### config.mk
export PLATFORM = sky130hd
export DESIGN_NAME = mem_arbiter_n_flat
export DESIGN_NICKNAME = d
export VERILOG_FILES = /design/src/rtl/mem_arb_pkg.sv /design/src/rtl/mem_arbiter_n_if.sv /design/src/rtl/rr_arbiter.sv /design/src/rtl/mem_arbiter_n.sv /design/src/flat_wrapper.sv
export SDC_FILE = /design/constraint.sdc
export NUM_CORES = 1
export LEC_CHECK = 0
export BUFFER_PORTS_ARGS = -buffer_cell sky130_fd_sc_hd__clkbuf_2
export CAP_MARGIN = 25
export CORE_ASPECT_RATIO = 1.4
export CORE_MARGIN = 2
export CORE_UTILIZATION = 35
export CTS_CLUSTER_SIZE = 40
export DETAILED_ROUTE_END_ITERATION = 10
export HOLD_SLACK_MARGIN = 0.08
export PLACE_DENSITY = 0.7
export SYNTH_ARGS = -nofsm -noshare
export SYNTH_HDL_FRONTEND = slang
export SYNTH_SLANG_ARGS = --single-unit
export TNS_END_PERCENT = 100
### constraint.sdc
create_clock -name clk -period 2.3 [get_ports clk]
set_clock_uncertainty 0.2 [all_clocks]
set_input_delay 0.46 -clock clk [delete_from_list [all_inputs] [get_ports clk]]
set_output_delay 0.46 -clock clk [all_outputs]
set_load 0.03 [all_outputs]
### src/rtl/mem_arb_pkg.sv
// Shared definitions for the N-channel memory arbiter.
//   ARB_FIXED / ARB_RR : values of the ARB_MODE parameter
//   arb_state_t        : arbiter FSM state encoding
//   idx_w()            : width of a channel index for a given channel count
package mem_arb_pkg;

  localparam int ARB_FIXED = 0;
  localparam int ARB_RR    = 1;

  typedef enum logic [1:0] {
    ST_IDLE  = 2'd0,   // nothing in flight, arbitrate
    ST_ISSUE = 2'd1,   // memory access presented this cycle
    ST_RESP  = 2'd2    // memory data on mem_data, complete and maybe re-arbitrate
  } arb_state_t;

  function automatic int idx_w(input int n);
    return (n > 1) ? $clog2(n) : 1;
  endfunction

endpackage

### src/rtl/mem_arbiter_n_if.sv
// Requester + memory bus of the N-channel memory arbiter.
//   req_valid/req_we/req_addr/req_wdata : per-channel request, held until req_done
//   req_done/req_rdata                  : per-channel completion pulse and read data
//   mem_addr/mem_wr/mem_src             : registered memory command
//   mem_data                            : memory read data, one cycle after mem_addr
// Channel i of a packed per-channel field sits at [i*WIDTH +: WIDTH].
// Modports: slave = the arbiter, master = the requesters and the memory.
interface mem_arbiter_n_if #(
  parameter int NUM_CH     = 2,
  parameter int ADDR_WIDTH = 32,
  parameter int DATA_WIDTH = 32
);
  logic [NUM_CH-1:0]                 req_valid;
  logic [NUM_CH-1:0]                 req_we;
  logic [NUM_CH-1:0][ADDR_WIDTH-1:0] req_addr;
  logic [NUM_CH-1:0][DATA_WIDTH-1:0] req_wdata;
  logic [NUM_CH-1:0]                 req_done;
  logic [NUM_CH-1:0][DATA_WIDTH-1:0] req_rdata;
  logic [ADDR_WIDTH-1:0]             mem_addr;
  logic                              mem_wr;
  logic [DATA_WIDTH-1:0]             mem_src;
  logic [DATA_WIDTH-1:0]             mem_data;

  modport slave (
    input  req_valid, req_we, req_addr, req_wdata, mem_data,
    output req_done, req_rdata, mem_addr, mem_wr, mem_src
  );

  modport master (
    output req_valid, req_we, req_addr, req_wdata, mem_data,
    input  req_done, req_rdata, mem_addr, mem_wr, mem_src
  );
endinterface

### src/rtl/rr_arbiter.sv
// Combinational grant selection for the memory arbiter.
//   elig : eligible channels
//   mode : 0 = fixed priority (channel 0 highest), 1 = round-robin
//   last : last granted channel; round-robin search starts at last+1
//   gnt  : one-hot grant, idx : encoded grant, any : some channel granted
module rr_arbiter
  import mem_arb_pkg::*;
#(
  parameter int NUM_CH = 2,
  parameter int IDX_W  = idx_w(NUM_CH)
) (
  input  logic [NUM_CH-1:0] elig,
  input  logic              mode,
  input  logic [IDX_W-1:0]  last,
  output logic [NUM_CH-1:0] gnt,
  output logic [IDX_W-1:0]  idx,
  output logic              any
);

  int               pos;
  logic [IDX_W-1:0] cand;

  // Walk the channels in priority order; the first eligible one wins.
  // Round-robin rotates the order so it begins just after the last grant.
  always_comb begin
    gnt  = '0;
    idx  = '0;
    any  = 1'b0;
    pos  = 0;
    cand = '0;
    for (int k = 0; k < NUM_CH; k++) begin
      pos  = mode ? (int'(last) + 1 + k) % NUM_CH : k;
      cand = IDX_W'(pos);
      if (!any && elig[cand]) begin
        any       = 1'b1;
        idx       = cand;
        gnt[cand] = 1'b1;
      end
    end
  end

endmodule

### src/rtl/mem_arbiter_n.sv
// N-channel memory arbiter: shares one single-cycle-latency RAM/IO port
// between NUM_CH requesters, one transaction every 2 cycles at best.
//   clk, rst : clock, synchronous active-high reset
//   bus      : requester + memory bus (slave modport)
// Timing for a grant taken at the edge ending cycle n:
//   n+1 mem_addr/mem_wr/mem_src valid (ISSUE)
//   n+2 mem_data sampled at the closing edge (RESP)
//   n+3 req_done[g] pulse with req_rdata[g]
module mem_arbiter_n
  import mem_arb_pkg::*;
#(
  parameter int NUM_CH     = 2,
  parameter int ADDR_WIDTH = 32,
  parameter int DATA_WIDTH = 32,
  parameter int ARB_MODE   = ARB_FIXED
) (
  input  logic clk,
  input  logic rst,
  mem_arbiter_n_if.slave bus
);

  localparam int IDX_W = idx_w(NUM_CH);

  arb_state_t       state;
  logic [IDX_W-1:0] last;     // last granted channel (round-robin pointer)
  logic [IDX_W-1:0] cur;      // channel in flight
  logic             cur_we;   // in-flight access is a write

  logic [NUM_CH-1:0]     inflight;
  logic [NUM_CH-1:0]     elig;
  logic [NUM_CH-1:0]     gnt;
  logic [IDX_W-1:0]      g;
  logic                  any;
  logic                  take;
  logic [ADDR_WIDTH-1:0] sel_addr;
  logic [DATA_WIDTH-1:0] sel_wdata;
  logic                  sel_we;

  // During RESP the channel being completed still holds req_valid but has
  // not seen its done pulse yet; mask it so it is not served twice. In the
  // following cycle the done pulse itself does the masking.
  always_comb begin
    inflight = '0;
    if (state == ST_RESP) inflight[cur] = 1'b1;
  end

  assign elig = bus.req_valid & ~bus.req_done & ~inflight;

  rr_arbiter #(
    .NUM_CH (NUM_CH),
    .IDX_W  (IDX_W)
  ) u_arb (
    .elig (elig),
    .mode (1'(ARB_MODE == ARB_RR)),
    .last (last),
    .gnt  (gnt),
    .idx  (g),
    .any  (any)
  );

  // One-hot AND-OR select of the granted request fields.
  always_comb begin
    sel_addr  = '0;
    sel_wdata = '0;
    sel_we    = 1'b0;
    for (int i = 0; i < NUM_CH; i++) begin
      if (gnt[i]) begin
        sel_addr  = sel_addr  | bus.req_addr[i];
        sel_wdata = sel_wdata | bus.req_wdata[i];
        sel_we    = sel_we    | bus.req_we[i];
      end
    end
  end

  // A new access can start from IDLE or overlap the RESP of the previous one.
  assign take = any && (state != ST_ISSUE);

  always_ff @(posedge clk) begin
    if (rst) begin
      state         <= ST_IDLE;
      last          <= IDX_W'(NUM_CH - 1);
      cur           <= '0;
      cur_we        <= 1'b0;
      bus.mem_addr  <= '0;
      bus.mem_wr    <= 1'b0;
      bus.mem_src   <= '0;
      bus.req_done  <= '0;
      bus.req_rdata <= '0;
    end else begin
      bus.req_done <= '0;

      if (take) begin
        bus.mem_addr <= sel_addr;
        bus.mem_wr   <= sel_we;
        bus.mem_src  <= sel_wdata;
        cur          <= g;
        cur_we       <= sel_we;
        last         <= g;
      end else begin
        bus.mem_wr   <= 1'b0;
      end

      unique case (state)
        ST_IDLE: begin
          if (take) state <= ST_ISSUE;
        end
        ST_ISSUE: begin
          state <= ST_RESP;
        end
        ST_RESP: begin
          if (!cur_we) bus.req_rdata[cur] <= bus.mem_data;
          bus.req_done[cur] <= 1'b1;
          state <= take ? ST_ISSUE : ST_IDLE;
        end
        default: state <= ST_IDLE;
      endcase
    end
  end

endmodule

### src/flat_wrapper.sv
// flat-port wrapper written by rule: the top's interface ports become plain ports
module mem_arbiter_n_flat import mem_arb_pkg::*;
#(
  parameter int NUM_CH     = 2,
  parameter int ADDR_WIDTH = 32,
  parameter int DATA_WIDTH = 32,
  parameter int ARB_MODE   = ARB_FIXED
)
  (clk, rst, bus_req_valid, bus_req_we, bus_req_addr, bus_req_wdata, bus_mem_data, bus_req_done, bus_req_rdata, bus_mem_addr, bus_mem_wr, bus_mem_src);
  mem_arbiter_n_if #(.NUM_CH(NUM_CH), .ADDR_WIDTH(ADDR_WIDTH), .DATA_WIDTH(DATA_WIDTH)) bus_i ();
  input  logic clk;
  input  logic rst;
  input wire logic [$bits(bus_i.req_valid)-1:0] bus_req_valid;
  input wire logic [$bits(bus_i.req_we)-1:0] bus_req_we;
  input wire logic [$bits(bus_i.req_addr)-1:0] bus_req_addr;
  input wire logic [$bits(bus_i.req_wdata)-1:0] bus_req_wdata;
  input wire logic [$bits(bus_i.mem_data)-1:0] bus_mem_data;
  output wire logic [$bits(bus_i.req_done)-1:0] bus_req_done;
  output wire logic [$bits(bus_i.req_rdata)-1:0] bus_req_rdata;
  output wire logic [$bits(bus_i.mem_addr)-1:0] bus_mem_addr;
  output wire logic [$bits(bus_i.mem_wr)-1:0] bus_mem_wr;
  output wire logic [$bits(bus_i.mem_src)-1:0] bus_mem_src;
  assign bus_i.req_valid = bus_req_valid;
  assign bus_i.req_we = bus_req_we;
  assign bus_i.req_addr = bus_req_addr;
  assign bus_i.req_wdata = bus_req_wdata;
  assign bus_i.mem_data = bus_mem_data;
  assign bus_req_done = bus_i.req_done;
  assign bus_req_rdata = bus_i.req_rdata;
  assign bus_mem_addr = bus_i.mem_addr;
  assign bus_mem_wr = bus_i.mem_wr;
  assign bus_mem_src = bus_i.mem_src;
  mem_arbiter_n #(.NUM_CH(NUM_CH), .ADDR_WIDTH(ADDR_WIDTH), .DATA_WIDTH(DATA_WIDTH), .ARB_MODE(ARB_MODE)) u_core (.clk(clk), .rst(rst), .bus(bus_i));
endmodule
Word-level counts from Yosys, hierarchy flattened --
Cells that the tools add are included.
Storage, ports and cells: register bits 135, latch bits 0, RAM bits 0, memory bits (read-only) 0, input bits 166, word-level logic and storage cells 51, memories 0
Operators by class: add/sub/neg operators 0, $mul 0, divide/modulo/power cells 0, $lt $le $gt $ge 2, eq/ne operators 4, shifts and indexed selects 0, multiplexer cells 20, bitwise gates (word level) 9, reductions and logical operators 7
Operators by type and width (count):
- two-way mux 32 bit | 5
- bitwise mux 64 bit | 1
- bitwise OR 32 bit | 2
- demux 32 bit (select 1 bit) | 1
- two-way mux 1 bit | 8
- two-way mux 2 bit | 3
- one-hot mux 2 bit (3 select lines) | 1
- bitwise AND 2 bit | 2
- inequality test 2 x 1 -> 1 bit, second input constant | 2
- NOT 2 bit | 2
- logical AND 1 bit | 3
- == test 2 x 1 -> 1 bit, second input constant | 1
- == test 2 bit, second input constant | 1
- logical NOT 2 bit | 1
- less-than comparator 1 x 2 -> 1 bit, second input constant | 1
- NOT 1 bit | 2
- AND reduction 2 bit | 1
- OR reduction 2 bit | 1
- demux 1 bit (select 1 bit) | 1
- >= comparator 1 bit, second input constant | 1
- logical NOT 1 bit | 1
- bitwise OR 1 bit | 1

Logic depth before layout (Yosys ltp) --
Gate-level depths: netlist (run 1).
word-level depth 14, gate-level depth with buffers 7, depth with buffers taken out 4

Cells and area by module --
Synthesis (run 1) repeated with hierarchy kept, for this count alone.
Second synthesis, totals: cells, all modules 538, area total of the unflattened synthesis 5041.1 um2
By module, submodules not included:
- mem_arbiter_n | times used 1, cells an instance 532, area an instance 4997.3 um2
- rr_arbiter | times used 1, cells an instance 6, area an instance 43.8 um2

Worst setup path before layout (run 1) --
OpenSTA, ideal clock, no wires.
kind input -> register, start input rst, end register u_core.bus.mem_addr[10], arrival time 1447 ps, data required time 1948 ps, setup slack 502 ps, cell stages on the path 4, cells stage by stage clkbuf_1 > clkbuf_1 > clkbuf_1 > a221oi_2
RTL lines:
- start: declaration | RTL line flat_wrapper.sv:12 | input logic rst;
- end signal: assignment | RTL line mem_arbiter_n.sv:93 | bus.mem_addr <= sel_addr;
- end: declaration | RTL line mem_arbiter_n_if.sv:26 | output req_done, req_rdata, mem_addr, mem_wr, mem_src
No word-level cell between the ends.

Worst setup path after layout (run 1) --
start register u_core.cur, end register u_core.bus.mem_addr[25]
Between the ends: cells in the longest elaborated chain, start to end 12, elaborated cells between the ends (all ways) 18
Ends and longest elaborated chain:
- start: declaration | RTL line mem_arbiter_n.sv:26 | logic [IDX_W-1:0] cur;
- start signal: assignment | RTL line mem_arbiter_n.sv:96 | cur <= g;
- less-than comparator 1 x 2 -> 1 bit (implied by the code) or >= comparator 1 bit (tied branches) | RTL line mem_arbiter_n.sv:44 | if (state == ST_RESP) inflight[cur] = 1'b1;
- logical AND 1 bit (implied by the code) | RTL line mem_arbiter_n.sv:44
- two-way mux 1 bit (implied by the code) | RTL line mem_arbiter_n.sv:44
- demux 1 bit (select 1 bit) *
- two-way mux 2 bit *
- NOT 2 bit * | RTL line mem_arbiter_n.sv:47 | assign elig = bus.req_valid & ~bus.req_done & ~inflight;
- bitwise AND 2 bit * | RTL line mem_arbiter_n.sv:47
- two-way mux 1 bit | RTL line rr_arbiter.sv:34 | if (!any && elig[cand]) begin
- two-way mux 2 bit or logical NOT 1 bit (tied branches) | RTL line rr_arbiter.sv:34
- two-way mux 32 bit or logical AND 1 bit (tied branches) | RTL line mem_arbiter_n.sv:67, rr_arbiter.sv:34
- bitwise OR 32 bit, or another cell as far along | RTL line mem_arbiter_n.sv:68 | sel_addr = sel_addr | bus.req_addr[i];
- two-way mux 32 bit or logical AND 1 bit (tied branches) | RTL line mem_arbiter_n.sv:67, mem_arbiter_n.sv:76
Mark *: on every way between the ends. The rest lies on a longest branch, timed or not. A chain may end at the register's enable or synchronous reset.

==> run summary, run 1 <==
status: complete, no violations
Syn Inst Count: 674
post-synth net total: 840
largest net degree at the start of global routing: 69
Syn. warnings: 0
maxcap violations: 0
first-pass GRT wire length: 27900 microns
Worst EP required: 2360 ps
Slew @ Worst Pin: 722 ps
Final min period: 2110 ps
grt ovf: 0
CTS Buf Count: 17
ant diodes: 0
Final Util: 49.5%
Reg power frac: 38.1%
multi-input logic area: 0.00297 sq mm
VDD IR max: 0.419 mV
Clock Latency Late Sink: 410 ps
# nets final: 1134
worst r2r src: u_core.cur$_SDFFE_PP0P_
Psw: 2.03 mW
Comb power frac: 20.7%
Worst slew margin: 51.9%
Hold Crit Start: bus_mem_data[10]
top-level I/O count: 297
row count: 58
CTS Buffer Depth: 2
die area: 0.0191 sq mm
Hold WC Path Type: in2reg
crit share post-route: 91.6%
Starting Density: 35.4%
clock network power share: 41.2%
Hold Violations, Final: 0
Synth cell types: 33
number of global-route vias before repair: 5551
unrepaired setup endpoints after global routing: no
PD cells: 770 mW/mm^2
layout cells sized above 1: 41.7%
Mapped Avg Cell Area: 9.33 sq um
Final Max Tran Viols: 0
final setup margin: 193 ps
worst endpoint data arrival time: 2160 ps
Switching Fraction: 29.9%
Fillers: 1697
placer congestion estimate: 0.804
CP max stage delay: 570 ps
Post-Syn Area: 0.00629 sq mm
Synth Register Bits: 135
Post-CTS Setup Repair Bufs: 0
initial DRC count: 300
GRT Overall Usage: 18.9%
Post-Route WL: 18400 microns
H-tree levels: 4
number of antenna violations at the first check in global routing: 0
synth-to-layout area growth: 39.9%
Synth area leaders: dfxtp_1 43%, a221oi_2 14%, mux2i_1 10%, nand2_1 7.6%, or3_1 6.5%
Vias/cell: 4.76
PortBufs: 296
first-pass detailed-route iteration total: 5
CP Max Fanout: 42
leakage power: 3.97 nW
leading area contributor after synthesis: dfxtp_1
Internal: 4.75 mW
Die X: 117 microns
Via Count: 5805
CP Launch Point: u_core.cur$_SDFFE_PP0P_
Critical-path top delay cell: buf_4
Post-DRT Antenna Nets: 0
Startpoint Class: flip-flop
top-area cell type share of the netlist area: 43.0%
Placed Area: 0.00789 sq mm
post-route setup TNS: 0 ps
die height: 163 microns
CTS tree: built
Clk pin slew, worst setup/hold paths: 60 ps
Setup crit end kind: flip-flop
Hold WS: 104 ps
Placeable Area: 0.0178 sq mm
critical path cell sequence: and3b_2, nor2_2, o21ai_4, buf_4, a221oi_1
Sequential Area: 0.00270 sq mm
Post-Layout Cell Count: 1220
clock root cell: clkbuf_16
Seq/Total Area, Yosys: 43.0%
critical path type: reg2reg
Final HPWL DP: 12700 microns
final instance area: 0.00880 sq mm
pre-CTS WS: 169 ps
Pwr Total: 6.78 mW
placed cells: 1158
Sink Count: 135
Remaining DRCs: 0
Final Setup Violations: 0
wire per inst: 15.1 microns
fmax: 475 MHz
## layer usage
metal  track usage [%]  wire, microns  vias up
met5                 0              0        -
met4              8.40            520        0
met3              5.99           1300       29
met2              33.1           9210      191
met1              20.4           7390     2652
li1                  -              -     2933
## layout by cell type, fill, tap and decap left out, drive strengths merged
master | Yosys | final
nor4b | 1 | 1
o2bb2ai | 1 | 1
inv | 65 | 68
clkinv | 0 | 6
a221oi | 64 | 64
dfxtp | 135 | 135
nand2b | 3 | 3
or3b | 1 | 1
or2b | 1 | 1
nand2 | 128 | 128
a211oi | 1 | 1
dlygate4sd3 | 0 | 31
nor3b | 2 | 2
nor3 | 2 | 2
or3 | 65 | 65
bufinv | 0 | 3
nor4bb | 1 | 1
o211a | 1 | 1
and3b | 1 | 1
nor2 | 4 | 4
buf | 25 | 15
clkbuf | 41 | 312
nor2b | 1 | 1
a21oi | 65 | 65
clkinvlp | 0 | 2
mux2i | 65 | 65
o21ai | 1 | 1
## power by group through the flow
stage                     Clock, mW  Sequential [mW]  Combinational [mW]
after floorplan                   0             2.93               0.662
after global placement            0             2.63                1.36
after detailed placement          0             2.64                1.37
after CTS                      2.87             2.58                1.42
after global routing           2.97             2.60                1.51
final                          2.79             2.59                1.40
## critical path: cells and delay by family, from the launching register on
family | cells | cell delay [ps]
buf+inv | 1 | 570
flops | 1 | 490
simple gates | 2 | 360
compound gates | 2 | 310
## kinds of logic (layout without fill, tap and decap cells)
group           after synthesis  in the layout  synth area share, %
compound gates              133            133                 20.4
buf+inv                     131            437                 10.3
flops                       135            135                 43.0
simple gates                210            210                 16.0
mux                          65             65                 10.3
## sequential cells by signal (all words and copies together) (netlist names)
| register | count |
|---|---|
| u_core.bus.req_rdata | 64 |
| u_core.bus.mem_addr | 32 |
| u_core.bus.mem_src | 32 |
| u_core.bus.req_done | 2 |
| u_core.state | 2 |
| u_core.bus.mem_wr | 1 |
| u_core.cur | 1 |
| u_core.cur_we | 1 |
## repair_timing
item	in CTS	in global routing
setup endpoints to repair	0	0
hold buffers	31	0
hold endpoints to repair	59	0
gates resized for setup	0	0
## Yosys cell counts
cell and instances:
nor2_1 3, clkbuf_2 3, clkbuf_1 35, nor4bb_1 1
buf_4 2, nor2b_1 1, or2b_1 1, buf_8 1
a221oi_1 6, clkbuf_4 3, nand2b_4 1, or3b_2 1
nand2_1 128, dfxtp_1 135, o21ai_2 1, nor2_2 1
nor3_1 2, o211a_1 1, a221oi_2 58, or3_1 65
o2bb2ai_1 1, a211oi_1 1, mux2i_1 65, a21oi_1 65
nand2b_1 2, buf_1 1, buf_12 3, and3b_1 1
nor4b_1 1, buf_6 8, inv_1 65, nor3b_1 2
buf_2 10
## final cells by class
class	instances	share of cell area [%]
multi-input cells	408	33.8
flip-flops and latches	135	30.7
repair buffers	341	22.5
clock buffers	17	4.83
well taps	240	3.41
inverters	65	2.77
clock inverters	14	2.00
## worst paths after layout
check                                                to  slack [ps]  cells after the start
setup / recovery   u_core.bus.mem_addr[25]$_SDFFE_PP0P_         190                      5
hold / removal    u_core.bus.req_rdata[42]$_SDFFE_PP0P_         100                      3
setup reg to reg   u_core.bus.mem_addr[25]$_SDFFE_PP0P_         190                      5
hold reg to reg   u_core.bus.req_rdata[34]$_SDFFE_PP0P_         250                      2
Note: power is estimated with default switching activity, not from simulation.
==> run 2, diff against run 1 <==
Settings changed: CELL_PAD_IN_SITES_DETAIL_PLACEMENT set to 0, CELL_PAD_IN_SITES_GLOBAL_PLACEMENT set to 1, CORE_UTILIZATION 35 to 34, PLACE_DENSITY 0.7 to 0.88.
==> run 2 against run 1 <==
  * Wire length up 0.99%
  * First-iteration DRC count up 19%
  * Largest cell class unchanged
  * Final cell count up 1.2%
  * Utilization down 0.22 points
  * Critical endpoint is now u_core.bus.mem_src[17]$_SDFFE_PP0P_
==> run summary, run 2 (synthesis gave the netlist of run 1 again) <==
Die X: 119 microns
status: complete, no violations
critical path buffer and inverter count: 1
Post-CTS Setup Repair Bufs: 0
row count: 58
unrepaired setup endpoints after global routing: no
Placeable Area: 0.0181 sq mm
largest net degree at the start of global routing: 69
clock network power share: 40.0%
Hold WS: 134 ps
Final Setup Violations: 0
first-pass GRT wire length: 29600 microns
GRT Overall Usage: 19.0%
clock root cell: clkbuf_16
Psw: 2.02 mW
Hold Crit Start: bus_req_we[0]
maxcap violations: 0
Via Count: 5883
die area: 0.0196 sq mm
CP max stage delay: 390 ps
wire per inst: 15.1 microns
PortBufs: 296
Vias/cell: 4.76
Sink Count: 135
worst r2r src: u_core.state[0]$_SDFFE_PP0P_
worst-case reg-to-reg path depth: 5
Internal: 4.71 mW
Slew @ Worst Pin: 739 ps
Setup crit end kind: flip-flop
ant diodes: 0
most frequent cells in the layout: 295 x clkbuf_2, 135 x dfxtp_1, 128 x nand2_1
Switching Fraction: 30.0%
crit share post-route: 83.9%
final setup margin: 371 ps
Largest regs: u_core.bus.req_rdata (64), u_core.bus.mem_addr (32), u_core.bus.mem_src (32)
number of antenna violations at the first check in global routing: 0
Hold WC Path Type: in2reg
Clk pin slew, worst setup/hold paths: 60 ps
Startpoint Class: flip-flop
first-pass detailed-route iteration total: 5
Critical-path top delay cell: dfxtp_1
Worst EP required: 2380 ps
Clock Latency Late Sink: 410 ps
grt ovf: 0
Worst slew margin: 50.8%
fmax: 518 MHz
r2r setup slk: 370 ps
critical path cell sequence: and3b_2, buf_4, or3_1, mux2i_1, a221oi_2
Reg power frac: 38.5%
PostCTS Resize Cnt: 0
Remaining DRCs: 0
Final HPWL DP: 13200 microns
CTS tree: built
Post-DRT Antenna Nets: 0
placed cells: 1171
commonest non-fill, non-tap cell in the layout: clkbuf_2
# nets final: 1148
CTS Buf Count: 17
Top reg by flops: u_core.bus.req_rdata
synth-to-layout area growth: 41.6%
r2r endpoint: u_core.bus.mem_src[17]$_SDFFE_PP0P_
top-level I/O count: 297
number of global-route vias before repair: 5763
layout cells sized above 1: 42.4%
Largest delay share family, worst path: simple AND/OR/NAND/NOR gates
die height: 165 microns
leakage power: 4.03 nW
Pwr Total: 6.73 mW
initial DRC count: 358
WHS Path Cells: 3
Post-Layout Cell Count: 1235
PD cells: 755 mW/mm^2
Post-Route WL: 18600 microns
CTS Buffer Depth: 2
WHS Endpoint: u_core.bus.mem_wr$_SDFF_PP0_
placer congestion estimate: 0.778
post-route setup TNS: 0 ps
number of flip-flops in the largest register: 64
critical path type: reg2reg
Worst path depth: 5
VDD IR max: 0.472 mV
Final min period: 1930 ps
CP Max Fanout: 36
worst endpoint data arrival time: 2000 ps
pre-CTS WS: 367 ps
Starting Density: 34.8%
Final Max Tran Viols: 0
H-tree levels: 4
Hold Violations, Final: 0
Comb power frac: 21.5%
run 2: cell types whose count changed in the layout (fill, tap and decap cells not counted), sizes merged:
| cell | delta |
|---|---|
| clkbuf | +2 |
| dlygate4sd3 | +1 |
| bufinv | -1 |
| buf | +13 |
run 2: how the worst max path moves through the flow:
| stage | startpoint | end | slack, ps |
|---|---|---|---|
| 2_1_floorplan | rst | u_core.bus.mem_addr[10]$_SDFFE_PP0P_ | 500 |
| 3_3_place_gp | u_core.state[0]$_SDFFE_PP0P_ | u_core.bus.mem_src[31]$_SDFFE_PP0P_ | 410 |
| 3_5_place_dp | u_core.state[0]$_SDFFE_PP0P_ | u_core.bus.mem_src[31]$_SDFFE_PP0P_ | 370 |
| 4_1_cts | u_core.state[0]$_SDFFE_PP0P_ | u_core.bus.mem_src[31]$_SDFFE_PP0P_ | 360 |
| 5_1_grt | u_core.state[0]$_SDFFE_PP0P_ | u_core.bus.mem_src[31]$_SDFFE_PP0P_ | 250 |
| 6_report | u_core.state[0]$_SDFFE_PP0P_ | u_core.bus.mem_src[17]$_SDFFE_PP0P_ | 370 |
run 2: repair_timing:
action                                  CTS  global route
endpoints found under the setup margin    0             0
hold buffers                             32             0
hold endpoints to repair                 64             0
run 2: layout make-up:
class                   count  area, sq um
multi-input cells         408         2970
clock inverters            13          146
fillers                  1721         9170
well taps                 240          300
repair buffers            355         2090
clock buffers              19          443
flip-flops and latches    135         2700
inverters                  65          244
run 2: worst reg2reg max path, stage by stage (launching register included):
cell      delay (ps)
dfxtp_1          390
and3b_2          260
buf_4            250
or3_1            400
mux2i_1          220
a221oi_2          80
run 2: stage by stage:
step                      utilization (%)  instance area [sq um]
final                                49.3                   8900
after global routing                 49.3                   8900
after CTS                            49.3                   8900
after detailed placement             44.2                   7990
after global placement               44.2                   7990
after floorplan                         -                   6290
run 2: power by group through the flow:
stage	sequential (mW)	combinational, mW	clock, mW
floorplan	2.93	0.662	0
global route	2.61	1.56	2.87
detailed placement	2.64	1.41	0
global placement	2.64	1.40	0
finish	2.59	1.44	2.69
CTS	2.59	1.46	2.77
run 2: layer usage:
layer  wire length [microns]  vias up  GRT usage [%]  share of wire (%)
li1                        -     2959              -                  -
met1                    7310     2671           20.6                 39
met2                    9560      222           34.3                 51
met3                    1290       31           5.73                6.9
met4                     455        0           8.12                2.4
met5                       0        -              0                  0
